### src/rtl/imm_encoder_if.sv
// Control codes for immediate formats and the request/response bundle of imm_encoder.
package imm_encoder_pkg;
    localparam int unsigned INST_W = 32;
    localparam int unsigned SEL_W  = 3;

    localparam logic [SEL_W-1:0] IMM_ITYPE = 3'd0;
    localparam logic [SEL_W-1:0] IMM_STYPE = 3'd1;
    localparam logic [SEL_W-1:0] IMM_BTYPE = 3'd2;
    localparam logic [SEL_W-1:0] IMM_UTYPE = 3'd3;
    localparam logic [SEL_W-1:0] IMM_JTYPE = 3'd4;
    localparam logic [SEL_W-1:0] IMM_CSR   = 3'd5;

    localparam logic [6:0] OPC_LUI  = 7'h37;
    localparam logic [6:0] OPC_ADDI = 7'h13;
endpackage

interface imm_encoder_if;
    logic                                in_valid;
    logic                                in_ready;
    logic [imm_encoder_pkg::SEL_W-1:0]   in_sel;
    logic [imm_encoder_pkg::INST_W-1:0]  in_imm;
    logic [imm_encoder_pkg::INST_W-1:0]  in_base;
    logic                                in_li;
    logic                                out_valid;
    logic                                out_ready;
    logic [imm_encoder_pkg::INST_W-1:0]  out_inst;
    logic                                out_err;

    modport master (
        output in_valid, in_sel, in_imm, in_base, in_li, out_ready,
        input  in_ready, out_valid, out_inst, out_err
    );

    modport slave (
        input  in_valid, in_sel, in_imm, in_base, in_li, out_ready,
        output in_ready, out_valid, out_inst, out_err
    );
endinterface

### src/rtl/imm_encoder.sv
// Packs an immediate into an instruction template, or expands a load-immediate
// into ADDI / LUI / LUI+ADDI, with a one-deep registered output stage.
module imm_encoder
    import imm_encoder_pkg::*;
(
    input  logic         clk,
    input  logic         rst,
    imm_encoder_if.slave bus
);

    typedef enum logic [1:0] {IDLE, OUT_LAST, OUT_FIRST} state_t;

    state_t              state;
    logic                out_valid_q;
    logic [INST_W-1:0]   out_inst_q;
    logic                out_err_q;
    logic [INST_W-1:0]   pend_inst;

    logic                accept;
    logic [INST_W-1:0]   imm;
    logic [INST_W-1:0]   enc_inst;
    logic                enc_err;
    logic                i_ok;
    logic                b_ok;
    logic                j_ok;

    logic [4:0]          rd;
    logic [19:0]         li_hi;
    logic [11:0]         li_lo;
    logic [INST_W-1:0]   li_first;
    logic [INST_W-1:0]   li_addi;
    logic                li_two;

    logic [INST_W-1:0]   next_inst;
    logic                next_err;

    assign imm = bus.in_imm;

    // Sign-extension checks: the dropped upper bits must all equal the kept sign bit.
    assign i_ok = (&imm[31:11]) | ~(|imm[31:11]);
    assign b_ok = (&imm[31:12]) | ~(|imm[31:12]);
    assign j_ok = (&imm[31:20]) | ~(|imm[31:20]);

    always_comb begin
        enc_inst = bus.in_base;
        enc_err  = 1'b0;
        case (bus.in_sel)
            IMM_ITYPE: begin
                enc_inst[31:20] = imm[11:0];
                enc_err         = ~i_ok;
            end
            IMM_STYPE: begin
                enc_inst[31:25] = imm[11:5];
                enc_inst[11:7]  = imm[4:0];
                enc_err         = ~i_ok;
            end
            IMM_BTYPE: begin
                enc_inst[31]    = imm[12];
                enc_inst[30:25] = imm[10:5];
                enc_inst[11:8]  = imm[4:1];
                enc_inst[7]     = imm[11];
                enc_err         = imm[0] | ~b_ok;
            end
            IMM_UTYPE: begin
                enc_inst[31:12] = imm[31:12];
                enc_err         = |imm[11:0];
            end
            IMM_JTYPE: begin
                enc_inst[31]    = imm[20];
                enc_inst[30:21] = imm[10:1];
                enc_inst[20]    = imm[11];
                enc_inst[19:12] = imm[19:12];
                enc_err         = imm[0] | ~j_ok;
            end
            IMM_CSR: begin
                enc_inst[19:15] = imm[4:0];
                enc_err         = |imm[31:5];
            end
            default: begin
                enc_inst = bus.in_base;
                enc_err  = 1'b1;
            end
        endcase
    end

    // Load-immediate: the +0x800 rounding compensates for ADDI sign-extending lo.
    assign rd      = bus.in_base[11:7];
    assign li_hi   = 20'((imm + 32'h0000_0800) >> 12);
    assign li_lo   = imm[11:0];
    assign li_addi = {li_lo, rd, 3'b000, rd, OPC_ADDI};

    always_comb begin
        li_two   = 1'b0;
        li_first = {li_hi, rd, OPC_LUI};
        if (li_hi == 20'd0) begin
            li_first = {li_lo, 5'd0, 3'b000, rd, OPC_ADDI};
        end else if (li_lo != 12'd0) begin
            li_two = 1'b1;
        end
    end

    assign next_inst = bus.in_li ? li_first : enc_inst;
    assign next_err  = bus.in_li ? 1'b0 : enc_err;

    assign bus.in_ready = ~rst & ((state == IDLE) | ((state == OUT_LAST) & bus.out_ready));
    assign accept       = bus.in_valid & bus.in_ready;

    // Output stage and sequencer; accept has priority since it also implies the take.
    always_ff @(posedge clk or posedge rst) begin
        if (rst) begin
            state       <= IDLE;
            out_valid_q <= 1'b0;
            out_inst_q  <= '0;
            out_err_q   <= 1'b0;
            pend_inst   <= '0;
        end else if (accept) begin
            out_valid_q <= 1'b1;
            out_inst_q  <= next_inst;
            out_err_q   <= next_err;
            if (bus.in_li && li_two) begin
                pend_inst <= li_addi;
                state     <= OUT_FIRST;
            end else begin
                pend_inst <= '0;
                state     <= OUT_LAST;
            end
        end else if (state == OUT_FIRST && bus.out_ready) begin
            out_inst_q <= pend_inst;
            out_err_q  <= 1'b0;
            pend_inst  <= '0;
            state      <= OUT_LAST;
        end else if (state == OUT_LAST && bus.out_ready) begin
            out_valid_q <= 1'b0;
            state       <= IDLE;
        end
    end

    assign bus.out_valid = out_valid_q;
    assign bus.out_inst  = out_inst_q;
    assign bus.out_err   = out_err_q;

endmodule

### src/flat_wrapper.sv
// flat-port wrapper written by rule: the top's interface ports become plain ports
module imm_encoder_flat import imm_encoder_pkg::*;
  (clk, rst, bus_in_valid, bus_in_sel, bus_in_imm, bus_in_base, bus_in_li, bus_out_ready, bus_in_ready, bus_out_valid, bus_out_inst, bus_out_err);
  imm_encoder_if bus_i ();
  input  logic clk;
  input  logic rst;
  input wire logic [$bits(bus_i.in_valid)-1:0] bus_in_valid;
  input wire logic [$bits(bus_i.in_sel)-1:0] bus_in_sel;
  input wire logic [$bits(bus_i.in_imm)-1:0] bus_in_imm;
  input wire logic [$bits(bus_i.in_base)-1:0] bus_in_base;
  input wire logic [$bits(bus_i.in_li)-1:0] bus_in_li;
  input wire logic [$bits(bus_i.out_ready)-1:0] bus_out_ready;
  output wire logic [$bits(bus_i.in_ready)-1:0] bus_in_ready;
  output wire logic [$bits(bus_i.out_valid)-1:0] bus_out_valid;
  output wire logic [$bits(bus_i.out_inst)-1:0] bus_out_inst;
  output wire logic [$bits(bus_i.out_err)-1:0] bus_out_err;
  assign bus_i.in_valid = bus_in_valid;
  assign bus_i.in_sel = bus_in_sel;
  assign bus_i.in_imm = bus_in_imm;
  assign bus_i.in_base = bus_in_base;
  assign bus_i.in_li = bus_in_li;
  assign bus_i.out_ready = bus_out_ready;
  assign bus_in_ready = bus_i.in_ready;
  assign bus_out_valid = bus_i.out_valid;
  assign bus_out_inst = bus_i.out_inst;
  assign bus_out_err = bus_i.out_err;
  imm_encoder u_core (.clk(clk), .rst(rst), .bus(bus_i));
endmodule
### config.mk
export PLATFORM = sky130hd
export DESIGN_NAME = imm_encoder_flat
export DESIGN_NICKNAME = d
export VERILOG_FILES = /design/src/rtl/imm_encoder_if.sv /design/src/rtl/imm_encoder.sv /design/src/flat_wrapper.sv
export SDC_FILE = /design/constraint.sdc
export NUM_CORES = 1
export LEC_CHECK = 0
export ABC_CLOCK_PERIOD_IN_PS = 2210
export BUFFER_PORTS_ARGS = -buffer_cell sky130_fd_sc_hd__buf_2
export CAP_MARGIN = 25
export CORE_MARGIN = 1.5
export CORE_UTILIZATION = 33
export CTS_BUF_LIST = sky130_fd_sc_hd__clkbuf_4 sky130_fd_sc_hd__clkbuf_8 sky130_fd_sc_hd__clkbuf_16
export CTS_CLUSTER_DIAMETER = 30
export DETAILED_ROUTE_END_ITERATION = 6
export GPL_ROUTABILITY_DRIVEN = 0
export HOLD_SLACK_MARGIN = 0.15
export PLACE_DENSITY = 0.59
export SETUP_SLACK_MARGIN = 0.2
export SYNTH_ARGS = -nofsm -noshare
export SYNTH_HDL_FRONTEND = slang
export SYNTH_SLANG_ARGS = --single-unit
### constraint.sdc
create_clock -name clk -period 2.21 [get_ports clk]
set_clock_uncertainty 0.1 [all_clocks]
set_input_delay 0.3315 -clock clk [delete_from_list [all_inputs] [get_ports clk]]
set_output_delay 0.3315 -clock clk [all_outputs]
set_load 0.1 [all_outputs]
==> impl_summary.txt, run 1 <==
----------------------------------------------------
[Worst setup path]
  Critical-path cell with the highest stage delay ... sky130_fd_sc_hd__a211o_1
  Largest delay share family, worst path ... simple AND/OR/NAND/NOR gates
  Critical path arrival ... roughly 2.5 ns
  Longest individual stage delay on the worst path ... around 0.38 ns
  Reg2Reg Depth ... 5
  Worst reg2reg endpoint ... u_core.bus.out_inst[21]
  End point of the critical path ... u_core.bus.out_inst[31]
  Capturing element type of the critical path ... flip-flop
  Req. time, crit path ... around 2.3 ns
  Worst Path Max Fanout ... 7
  Type of the worst setup path ... input pin to flip-flop
  Crit path buf inv count ... 4
  Crit. Startpoint ... bus_in_imm[18]
  FF-to-FF Start ... u_core.state[0]
  CP Depth ... 11
  Library cell appearing most often on the critical path ... sky130_fd_sc_hd__buf_4
  Crit start category ... input pin
  Slack of the worst reg-to-reg path ... 0.17 ns
  Cell-by-cell trace of the critical path ... buf_2 -> buf_4 -> nand2_4 -> nor3_4 -> or3_1 -> a211o_1 -> nor4_4 -> buf_4 -> buf_6 -> nand3_2 -> o221ai_2

[GRT]
  Total global routing track utilization ... between 20% and 30%
  Initial antenna violation count ... 0
  Wire length of the first global-routing pass ... 23.2 mm
  Pin count of the biggest net entering global routing ... 39
  Via count of the first global-routing pass ... 4344
  Overflow left after global routing ... 0

[Placement]
  Instance area after placement ... 5140 sq um
  I/O Buffers ... 106
  HPWL Detailed ... between 10 and 15 mm
  Instance count after placement with tap cells included ... approximately 750

[Logic synthesis]
  Number of nets in the synthesized netlist ... between 500 and 600
  Synthesis-stage register bit count ... between 50 and 60
  Number of library cell types mapped by synthesis ... 57
  Most used DFF post-synth ... sky130_fd_sc_hd__dfrtp_1
  Fraction of the yosys area taken by sequential cells ... a little over a third
  Avg Cell Area, Syn ... 8.48 sq um
  Count of synthesis-stage warnings from yosys ... 0
  Number of flops mapped to enable cells by yosys ... 0
  Synthesized instance count ... 454
  Total standard cell area after synthesis ... 3850 sq um
  Ys async rst share ... 100%

[Job]
  Total of max-cap violations ... 0

[Route]
  Number of detailed-routing iterations run before antenna repair ... 6
  Routed vias/inst ... ~5.8
  Number of nets still failing antenna checks after routing ... 0
  Initial DRC count ... 356
  Total vias in the final route ... between 4000 and 5000
  Routed Wire Length ... between 10 and 15 mm
  Count of unresolved DRC violations after routing ... 0
  Final routed wire length divided by cell count ... about 19 um

[Finish]
  FILL cells ... 1096
  Post-route cell area ... around 5800 sq um
  Commonest cells after routing, fill and taps aside ... 99 x sky130_fd_sc_hd__buf_2, 88 x sky130_fd_sc_hd__buf_4, 54 x sky130_fd_sc_hd__dfrtp_1
  Share of post-route cells with drive strength above 1 ... 41.9%
  Most common cell after layout, fill and taps aside ... sky130_fd_sc_hd__buf_2
  Fin cells ... around 780
  Count of nets after finishing ... slightly above 700
  Diodes inserted ... 0
  Area growth syn-to-layout ... 50.2%

[Min path]
  Class of the most critical hold timing path ... input pin to flip-flop

[Timing]
  Fin. max-slew vios ... 0
  Setup repair after global routing missed its margin ... yes
  Maximum clock frequency ... 415 MHz
  Setup ws final ... -0.200 ns
  Total count of hold-check failures in the final report ... 0
  Tightest slew margin relative to the limit ... between 40 and 50%
  Final period util ... 109%
  Final critical-path required period ... approximately 2.4 ns
  Hold slack final ... around 0.15 ns
  Actual transition at the worst max-transition pin ... between 0.8 and 0.9 ns
  Finish-stage setup viols ... 39
  Setup TNS after final layout ... -4.77 ns

[Clocking]
  TritonCTS clock tree ... done
  Maximum level of the CTS H-tree ... 2
  CTS sink count ... 54
  Number of buffers inserted during clock tree synthesis ... 5
  Maximum number of buffers from clock root to sink ... 2
  Clock transition at the registers of the reported paths ... ~0.070 ns
  Clock Root Buffer ... sky130_fd_sc_hd__clkbuf_16
  Clock insertion delay at the later pin of the skew report ... 0.29 ns

[Power]
  Power density over cell area ... ~1200 nW/um^2
  Max VDD drop ... approximately 1.1 mV
  P_leak ... between 2 and 3 nW

[Run status]
  Violated checks ... setup timing
  Run status ... finished with violations

[Floorplan]
  Count of boundary I/O pins ... between 100 and 150
  Number of standard-cell rows in the floorplan ... 39
  Horiz. Die Dim ... ~110 um
  Core area ... 11400 sq um
  Starting density of the core ... 33.7%
  Height of the die ... ~110 um
  Die Outline Area ... about 12000 sq um

----------------------------------------------------
==> Yosys cell counts (3+ instances only) <==
cell | n | area [sq um]
sky130_fd_sc_hd__buf_1 | 4 | 15.0
sky130_fd_sc_hd__nand3_1 | 11 | 55.1
sky130_fd_sc_hd__nor3_1 | 14 | 70.1
sky130_fd_sc_hd__a222oi_1 | 5 | 50.1
sky130_fd_sc_hd__nand2_1 | 51 | 191
sky130_fd_sc_hd__and3_1 | 7 | 43.8
sky130_fd_sc_hd__nand4_1 | 9 | 56.3
sky130_fd_sc_hd__or3_1 | 3 | 18.8
sky130_fd_sc_hd__clkbuf_1 | 24 | 90.1
sky130_fd_sc_hd__nor2b_1 | 3 | 18.8
sky130_fd_sc_hd__xor2_1 | 7 | 61.3
sky130_fd_sc_hd__buf_2 | 9 | 45.0
sky130_fd_sc_hd__mux2i_1 | 14 | 140
sky130_fd_sc_hd__and2_1 | 7 | 43.8
sky130_fd_sc_hd__o22ai_1 | 3 | 18.8
sky130_fd_sc_hd__dfrtp_1 | 54 | 1350
sky130_fd_sc_hd__and4_1 | 3 | 26.3
sky130_fd_sc_hd__a22o_1 | 23 | 201
sky130_fd_sc_hd__inv_1 | 12 | 45.0
sky130_fd_sc_hd__xnor2_1 | 16 | 140
sky130_fd_sc_hd__o221ai_1 | 12 | 105
sky130_fd_sc_hd__nand2b_1 | 3 | 18.8
sky130_fd_sc_hd__o21ai_0 | 20 | 100
sky130_fd_sc_hd__nor4_1 | 6 | 37.5
sky130_fd_sc_hd__nor2_1 | 29 | 109
sky130_fd_sc_hd__a21oi_1 | 28 | 140
sky130_fd_sc_hd__a221oi_1 | 11 | 96.3
sky130_fd_sc_hd__a221o_1 | 5 | 50.1
sky130_fd_sc_hd__a211oi_1 | 11 | 82.6
sky130_fd_sc_hd__a21o_1 | 3 | 22.5
sky130_fd_sc_hd__or2_2 | 3 | 18.8
sky130_fd_sc_hd__a31oi_1 | 9 | 56.3
==> metrics by stage <==
step                setup WS, ns  total power, W  utilization, %
finish                    -0.200         0.00666            50.7
global route              -0.286         0.00692            50.7
CTS                      -0.0761         0.00663            49.8
detailed placement        -0.557         0.00550            45.0
global placement          -0.436         0.00547            45.0
floorplan                 -0.320         0.00473               -
==> metal layers <==
layer  part of all wire, %  vias to the layer above  track usage, %
met3                   7.2                       29            3.23
met4                   2.8                        0            8.35
met2                    46                      219            36.5
met1                    44                     2196            33.9
li1                      -                     2082               -
met5                     0                        -               0
==> worst min path at each step <==
stage	slack [ns]	cells after the start	from	endpoint
after CTS	0.15	2	bus_in_base[3]	u_core.bus.out_inst[3]
after global routing	0.16	2	bus_in_base[3]	u_core.bus.out_inst[3]
after global placement	0.27	2	rst	u_core.bus.out_inst[10]
after floorplan	0.35	1	u_core.pend_inst[4]	u_core.pend_inst[4]
final	0.15	2	bus_in_base[3]	u_core.bus.out_inst[3]
after detailed placement	0.27	2	rst	u_core.bus.out_inst[10]
==> timing repair <==
item | 4_1_cts | 5_1_grt
gates resized for setup | 38 | 21
hold buffers | 2 | 0
pin swaps | 18 | 10
setup buffers | 17 | 2
setup endpoints to repair | 40 | 41
hold endpoints to repair | 17 | 0
cloned | 1 | 0
==> final cells by class <==
cell class                 instances  area (sq um)  area share, %
multi-input combinational        348          2540           43.8
sequential                        54          1350           23.4
inverter                          13          48.8          0.844
tap                              143           179           3.09
clock inverter                     2          60.1           1.04
clock buffer                       6           139           2.40
timing repair buffer             212          1470           25.4
==> sequential cells by signal (all words and copies together) (netlist names) <==
name / cells
u_core.bus.out_inst: 32
u_core.pend_inst: 18
u_core.state: 2
u_core.bus.out_err: 1
u_core.bus.out_valid: 1
==> cells by family (layout without fill, tap and decap cells) <==
logic type	after synthesis	after routing	synth area share [%]
AOI/OAI and AO/OA	147	147	27.8
xor gates and xnor gates	23	23	5.23
adders and majority gates	2	2	0.650
buffers and inverters	52	233	5.65
DFF	54	54	35.1
muxes	14	14	3.64
and+or+nand+nor	162	162	22.0
==> power by group <==
part / leakage (nW) / total (W) / internal [W] / switching, W
clock network: 0.0971 / 0.00104 / 0.000680 / 0.000360
logic: 1.93 / 0.00393 / 0.000908 / 0.00302
registers: 0.688 / 0.00170 / 0.00142 / 0.000278
(Power assumes the default switching activity.)
==> run 2, diff against run 1 <==
--- a/config.mk
+++ b/config.mk
@@ -16,6 +16,7 @@
 export GPL_ROUTABILITY_DRIVEN = 0
 export HOLD_SLACK_MARGIN = 0.15
 export PLACE_DENSITY = 0.59
+export REMOVE_ABC_BUFFERS = 1
 export SETUP_SLACK_MARGIN = 0.2
 export SYNTH_ARGS = -nofsm -noshare
 export SYNTH_HDL_FRONTEND = slang
==> impl_summary.txt, run 2 (same netlist as run 1, synthesis figures left out) <==
----------------------------------------------------
[Run status]
  Run status ... finished with violations
  Violated checks ... setup timing

[Floorplan]
  Horiz. Die Dim ... 111 um (unchanged)
  Number of standard-cell rows in the floorplan ... 39 (unchanged)
  Die Outline Area ... 12300 sq um (unchanged)
  Height of the die ... 111 um (unchanged)
  Starting density of the core ... 33.7% (unchanged)
  Count of boundary I/O pins ... 107 (unchanged)
  Core area ... 11400 sq um (unchanged)

[Timing]
  Fin. max-slew vios ... 0 (unchanged)
  Setup ws final ... -0.229 ns (-0.0291 ns)
  Total count of hold-check failures in the final report ... 0 (unchanged)
  Final critical-path required period ... 2.44 ns (+0.0291 ns)
  Tightest slew margin relative to the limit ... 60.3% (+17 points)
  Finish-stage setup viols ... 37 (-5.1%)
  Maximum clock frequency ... 410 MHz (-1.2%)
  Setup repair after global routing missed its margin ... yes
  Setup TNS after final layout ... -5.65 ns (-0.885 ns)
  Actual transition at the worst max-transition pin ... 0.589 ns (-0.253 ns)
  Final period util ... 110% (+1.3 points)

[Route]
  Uppermost routed layer ... met4
  Number of nets still failing antenna checks after routing ... 0 (unchanged)
  Count of unresolved DRC violations after routing ... 0 (unchanged)
  Final routed wire length divided by cell count ... 20.5 um (+7.3%)
  Initial DRC count ... 523 (+47%)
  Routed Wire Length ... 16.2 mm (+8.9%)
  Met2 wire length ... 7.67 mm (+11%)
  Detailed-route wire length on metal 1 ... 6.50 mm (+0.18%)
  Total vias in the final route ... 4686 (+3.5%)
  Routed vias/inst ... 5.93 (+2.0%)
  Met3 wirelength from detailed routing ... 1.63 mm (+53%)
  Number of detailed-routing iterations run before antenna repair ... 7 (+1)

[GRT]
  Wire length of the first global-routing pass ... 24.6 mm (+5.8%)
  Overflow left after global routing ... 0 (unchanged)
  Pin count of the biggest net entering global routing ... 32 (-18%)
  Initial antenna violation count ... 0 (unchanged)
  Via count of the first global-routing pass ... 4489 (+3.3%)
  Total global routing track utilization ... 24.9% (+1.2 points)

[Clocking]
  CTS sink count ... 54 (unchanged)
  TritonCTS clock tree ... done
  Clock Root Buffer ... sky130_fd_sc_hd__clkbuf_16
  Maximum level of the CTS H-tree ... 2 (unchanged)
  Number of buffers inserted during clock tree synthesis ... 5 (unchanged)
  Clock transition at the registers of the reported paths ... 0.07 ns (about the same)
  Clock insertion delay at the later pin of the skew report ... 0.29 ns (about the same)
  Maximum number of buffers from clock root to sink ... 2 (unchanged)

[Finish]
  Share of post-route cells with drive strength above 1 ... 45.0% (+3.1 points)
  Area growth syn-to-layout ... 55.9%
  Commonest cells after routing, fill and taps aside ... 99 x sky130_fd_sc_hd__buf_4, 98 x sky130_fd_sc_hd__buf_2, 54 x sky130_fd_sc_hd__dfrtp_1
  Flip-flop count of the largest register, all copies and words added ... 32 (unchanged)
  FILL cells ... 1019 (-7.0%)
  Count of nets after finishing ... 720 (+1.7%)
  Diodes inserted ... 0 (unchanged)
  Most common cell after layout, fill and taps aside ... sky130_fd_sc_hd__buf_4

[Placement]
  I/O Buffers ... 106 (unchanged)
  HPWL Detailed ... 11.2 mm (+0.91%)

[Power]
  Total power ... 0.00667 W (about the same)
  Max VDD drop ... 1.09 mV (-0.68%)
  Power density over cell area ... 1110 nW/um^2 (-3.6%)
  P_leak ... 2.82 nW (+3.9%)

[Worst setup path]
  Crit start category ... input pin
  Req. time, crit path ... 2.28 ns (-0.04 ns)
  Capturing element type of the critical path ... flip-flop
  Type of the worst setup path ... input pin to flip-flop
  Critical path arrival ... 2.51 ns (about the same)
  Worst Path Max Fanout ... 4 (-3)

[Min path]
  Class of the most critical hold timing path ... input pin to flip-flop

[Job]
  Total of max-cap violations ... 0 (unchanged)

----------------------------------------------------
==> run 2: cell types whose count changed in the layout (fill, tap and decap cells not counted), moves of 3 or more <==
cell                      delta
sky130_fd_sc_hd__buf_12      +3
sky130_fd_sc_hd__buf_4      +11
sky130_fd_sc_hd__nor3_4      +3
sky130_fd_sc_hd__nor4_2      -3
sky130_fd_sc_hd__nor4_4      +3
sky130_fd_sc_hd__o21ai_1     -5
sky130_fd_sc_hd__o21ai_2     +4
sky130_fd_sc_hd__xnor2_1     -3
sky130_fd_sc_hd__xnor2_2     +3
==> run 2: layer usage <==
metal	up-vias	GRT usage (%)
met2	323	40.5
met5	-	0
met1	2217	35.2
met3	43	3.12
met4	0	6.24
li1	2103	-
==> run 2: stage by stage <==
step           setup slack (ns)  area (sq um)  hold slack, ns  util [%]  instances
3_5_place_dp             -0.599          5110           0.348      44.7        752
3_3_place_gp             -0.587          5110           0.334      44.7        752
4_1_cts                 -0.0705          5660           0.153      49.5        772
6_report                 -0.229          6000           0.155      52.6        790
2_1_floorplan             -2.70          3680           0.350         -        415
5_1_grt                  -0.279          6000           0.150      52.6        790
==> run 2: layout make-up <==
type                    instances  area [sq um]  share of cell area, %
clock buffers                   6           133                   2.21
flip-flops and latches         54          1350                   22.5
clock inverters                 2          37.5                  0.625
inverters                      13          48.8                  0.813
well taps                     143           179                   2.98
multi-input cells             348          2650                   44.1
repair buffers                224          1610                   26.8
==> run 2: worst paths after layout <==
check | start | endpoint | slack [ns] | cells after the start
min in group asynchronous | rst | u_core.bus.out_valid | 0.57 | 3
max in group asynchronous | rst | u_core.bus.out_inst[27] | 0.85 | 4
max reg2reg | u_core.state[0] | u_core.pend_inst[31] | 0.15 | 8
min reg2reg | u_core.bus.out_valid | u_core.bus.out_valid | 0.39 | 2
max | bus_in_imm[12] | u_core.bus.out_inst[17] | -0.23 | 12
min | bus_in_base[6] | u_core.bus.out_inst[6] | 0.16 | 2
==> run 2: repair_timing <==
item / CTS / global route
hold buffers: 1 / 0
setup endpoints to repair: 42 / 42
resized for setup: 55 / 49
hold endpoints to repair: 23 / 0
pin swaps: 36 / 20
cloned: 1 / 1
buffers inserted: 10 / 17
==> run 2: worst max-delay path, stage by stage <==
cell	delay (ns)
sky130_fd_sc_hd__buf_8	0.08
sky130_fd_sc_hd__ha_4	0.13
sky130_fd_sc_hd__nand4_1	0.10
sky130_fd_sc_hd__buf_6	0.16
sky130_fd_sc_hd__nor4b_4	0.26
sky130_fd_sc_hd__xnor2_1	0.24
sky130_fd_sc_hd__nand4_1	0.25
sky130_fd_sc_hd__nor4_4	0.27
sky130_fd_sc_hd__buf_4	0.19
sky130_fd_sc_hd__buf_8	0.12
sky130_fd_sc_hd__a211oi_2	0.08
sky130_fd_sc_hd__or3_1	0.31
==> run 2: power by group <==
group | switching [W] | internal (W) | total (W)
sequential | 0.000258 | 0.00142 | 0.00167
clock | 0.000383 | 0.000549 | 0.000932
combinational | 0.00309 | 0.000968 | 0.00406
total | 0.00373 | 0.00293 | 0.00667
==> run 3, diff against run 2 <==
--- a/config.mk
+++ b/config.mk
@@ -5,9 +5,10 @@
 export SDC_FILE = /design/constraint.sdc
 export NUM_CORES = 1
 export LEC_CHECK = 0
-export ABC_CLOCK_PERIOD_IN_PS = 2210
+export ABC_CLOCK_PERIOD_IN_PS = 2300
 export BUFFER_PORTS_ARGS = -buffer_cell sky130_fd_sc_hd__buf_2
 export CAP_MARGIN = 25
+export CORE_ASPECT_RATIO = 1.2
 export CORE_MARGIN = 1.5
 export CORE_UTILIZATION = 33
 export CTS_BUF_LIST = sky130_fd_sc_hd__clkbuf_4 sky130_fd_sc_hd__clkbuf_8 sky130_fd_sc_hd__clkbuf_16
@@ -15,7 +16,7 @@
 export DETAILED_ROUTE_END_ITERATION = 6
 export GPL_ROUTABILITY_DRIVEN = 0
 export HOLD_SLACK_MARGIN = 0.15
-export PLACE_DENSITY = 0.59
+export PLACE_DENSITY = 0.53
 export REMOVE_ABC_BUFFERS = 1
 export SETUP_SLACK_MARGIN = 0.2
 export SYNTH_ARGS = -nofsm -noshare
==> constraint.sdc (replaced) <==
create_clock -name clk -period 2.3 [get_ports clk]
set_clock_uncertainty 0.1 [all_clocks]
set_input_delay 0.345 -clock clk [delete_from_list [all_inputs] [get_ports clk]]
set_output_delay 0.345 -clock clk [all_outputs]
set_load 0.1 [all_outputs]
==> impl_summary.txt, run 3 (same netlist as run 1, synthesis figures left out) <==
----------------------------------------------------
[Worst setup path]
  FF-to-FF Start ... u_core.state[0]
  Critical path arrival ... 2.43 ns (-0.08 ns)
  Capturing element type of the critical path ... flip-flop
  End point of the critical path ... u_core.bus.out_inst[5]
  Crit. Startpoint ... bus_in_imm[14]
  Crit start category ... input pin
  Worst reg2reg endpoint ... u_core.bus.out_inst[27]
  Slack of the worst reg-to-reg path ... 0.32 ns (+0.17 ns)
  Worst Path Max Fanout ... 8 (+4)
  Reg2Reg Depth ... 6 (-2)
  Type of the worst setup path ... input pin to flip-flop
  Req. time, crit path ... 2.37 ns (+0.09 ns)

[Route]
  Number of detailed-routing iterations run before antenna repair ... 5 (-2)
  Number of nets still failing antenna checks after routing ... 0 (unchanged)
  Routed vias/inst ... 5.66 (-4.5%)
  Count of unresolved DRC violations after routing ... 0 (unchanged)
  Final routed wire length divided by cell count ... 19.6 um (-4.7%)
  Routed Wire Length ... 15.6 mm (-4.0%)
  Total vias in the final route ... 4509 (-3.8%)
  Initial DRC count ... 366 (-30%)

[Timing]
  Tightest slew margin relative to the limit ... 63.0% (+2.7 points)
  Finish-stage setup viols ... 19 (-49%)
  Fin. max-slew vios ... 0 (unchanged)
  Setup repair after global routing missed its margin ... yes
  Setup ws final ... -0.0573 ns (+0.172 ns)
  Maximum clock frequency ... ~420 MHz
  Setup TNS after final layout ... -0.591 ns (+5.06 ns)
  Final critical-path required period ... between 2 and 2.5 ns
  Total count of hold-check failures in the final report ... 0 (unchanged)
  Final period util ... 102%
  Actual transition at the worst max-transition pin ... 0.550 ns (-0.0396 ns)

[Placement]
  Pre-CTS setup slack ... -0.567 ns (+0.0319 ns)
  Instance count after placement with tap cells included ... 761 (+1.2%)
  I/O Buffers ... 106 (unchanged)
  HPWL Detailed ... 11.3 mm (+0.96%)

[Floorplan]
  Horiz. Die Dim ... 102 um (-8.5%)
  Number of standard-cell rows in the floorplan ... 43 (+10%)
  Starting density of the core ... 33.6% (-0.12 points)
  Core area ... 11500 sq um (+0.36%)
  Height of the die ... 121 um (+9.3%)
  Count of boundary I/O pins ... 107 (unchanged)
  Die Outline Area ... 12300 sq um (about the same)

[Min path]
  Launch point of the worst hold path ... bus_in_base[3]
  Class of the most critical hold timing path ... input pin to flip-flop

[Finish]
  Area growth syn-to-layout ... 51.5%
  Final core area utilization ... 50.9% (-1.7 points)
  Share of post-route cells with drive strength above 1 ... 41.9% (-3.0 points)
  Area occupied by registers ... 1350 sq um (unchanged)
  FILL cells ... 1086 (+6.6%)
  Flip-flop count of the largest register, all copies and words added ... 32 (unchanged)
  Commonest cells after routing, fill and taps aside ... 97 x sky130_fd_sc_hd__buf_2, 90 x sky130_fd_sc_hd__buf_4, 54 x sky130_fd_sc_hd__dfrtp_1
  Count of nets after finishing ... 713 (-0.97%)
  Fin cells ... 796 (+0.76%)
  Most common cell after layout, fill and taps aside ... sky130_fd_sc_hd__buf_2
  Multi-input combinational cell area ... 2530 sq um (-4.5%)
  Diodes inserted ... 0 (unchanged)

[Job]
  Total of max-cap violations ... 0 (unchanged)

[Clocking]
  Clock transition at the registers of the reported paths ... 0.07 ns (about the same)
  Maximum number of buffers from clock root to sink ... 2 (unchanged)
  CTS sink count ... 54 (unchanged)
  TritonCTS clock tree ... done
  Number of buffers inserted during clock tree synthesis ... 5 (unchanged)
  Clock Root Buffer ... sky130_fd_sc_hd__clkbuf_16
  Maximum level of the CTS H-tree ... 2 (unchanged)
  Clock insertion delay at the later pin of the skew report ... 0.29 ns (about the same)

[Power]
  Power density over cell area ... 1070 nW/um^2 (-3.9%)
  Max VDD drop ... 0.635 mV (-42%)
  P_leak ... 2.73 nW (-3.4%)

[GRT]
  Total global routing track utilization ... 24.9% (+0.077 points)
  Via count of the first global-routing pass ... 4386 (-2.3%)
  Pin count of the biggest net entering global routing ... 31 (-3.1%)
  Overflow left after global routing ... 0 (unchanged)
  Wire length of the first global-routing pass ... 23.6 mm (-3.9%)
  Initial antenna violation count ... 0 (unchanged)

[Run status]
  Violated checks ... setup timing
  Run status ... finished with violations

----------------------------------------------------
## run 3: cell types whose count changed in the layout (fill, tap and decap cells not counted), moves of 3 or more
cell and delta:
sky130_fd_sc_hd__xnor2_2 -3, sky130_fd_sc_hd__buf_6 +4, sky130_fd_sc_hd__nor3_1 +3, sky130_fd_sc_hd__buf_4 -9, sky130_fd_sc_hd__xnor2_1 +3
## run 3: per-layer routing
metal  GRT usage, %  routed length (um)  vias up
met2           42.4                7790      178
li1               -                   -     2081
met4           7.81                 402        0
met1           32.9                6480     2222
met5              0                   0        -
met3           2.76                 887       28
## run 3: cell type report
cell class              count  share of cell area [%]
multi-input cells         348                    43.3
clock inverters             1                   0.129
inverters                  13                   0.836
well taps                 157                    3.37
flip-flops and latches     54                    23.2
repair buffers            217                    26.9
clock buffers               6                    2.27
## run 3: worst max-delay path, cell delays in order
cell and delay [ns]:
sky130_fd_sc_hd__buf_8 0.10, sky130_fd_sc_hd__nand4_4 0.09, sky130_fd_sc_hd__buf_12 0.13, sky130_fd_sc_hd__nor3_4 0.04, sky130_fd_sc_hd__or3_1 0.34, sky130_fd_sc_hd__a211o_1 0.35
sky130_fd_sc_hd__nor4_4 0.27, sky130_fd_sc_hd__buf_6 0.17, sky130_fd_sc_hd__a21oi_4 0.06, sky130_fd_sc_hd__buf_6 0.13, sky130_fd_sc_hd__buf_12 0.13, sky130_fd_sc_hd__a221o_1 0.26
## run 3: metrics by stage
step | cell area, sq um | hold WS (ns) | power [W]
floorplan | 3680 | 0.350 | 0.00440
global placement | 5060 | 0.175 | 0.00527
detailed placement | 5060 | 0.179 | 0.00530
CTS | 5590 | 0.166 | 0.00617
global route | 5830 | 0.169 | 0.00650
finish | 5830 | 0.168 | 0.00623
## run 3: what timing repair did
action	in CTS	in global routing
cloned	2	0
pin swaps	13	25
endpoints found under the hold margin	8	0
setup buffers	11	14
gates resized for setup	58	31
setup endpoints to repair	39	45
hold buffers	1	0
## run 3: worst min path at each step
stage                     slack (ns)  depth (start not counted)                      to
final                           0.17                          2  u_core.bus.out_inst[3]
after global placement          0.17                          2    u_core.bus.out_valid
after CTS                       0.17                          2  u_core.bus.out_inst[3]
after detailed placement        0.18                          2    u_core.bus.out_valid
after global routing            0.17                          2  u_core.bus.out_inst[6]
after floorplan                 0.35                          1     u_core.pend_inst[4]
## run 3: power breakdown
group	switching, W	internal [W]	total [W]
sequential	0.000258	0.00136	0.00162
clock	0.000351	0.000411	0.000762
combinational	0.00293	0.000910	0.00385
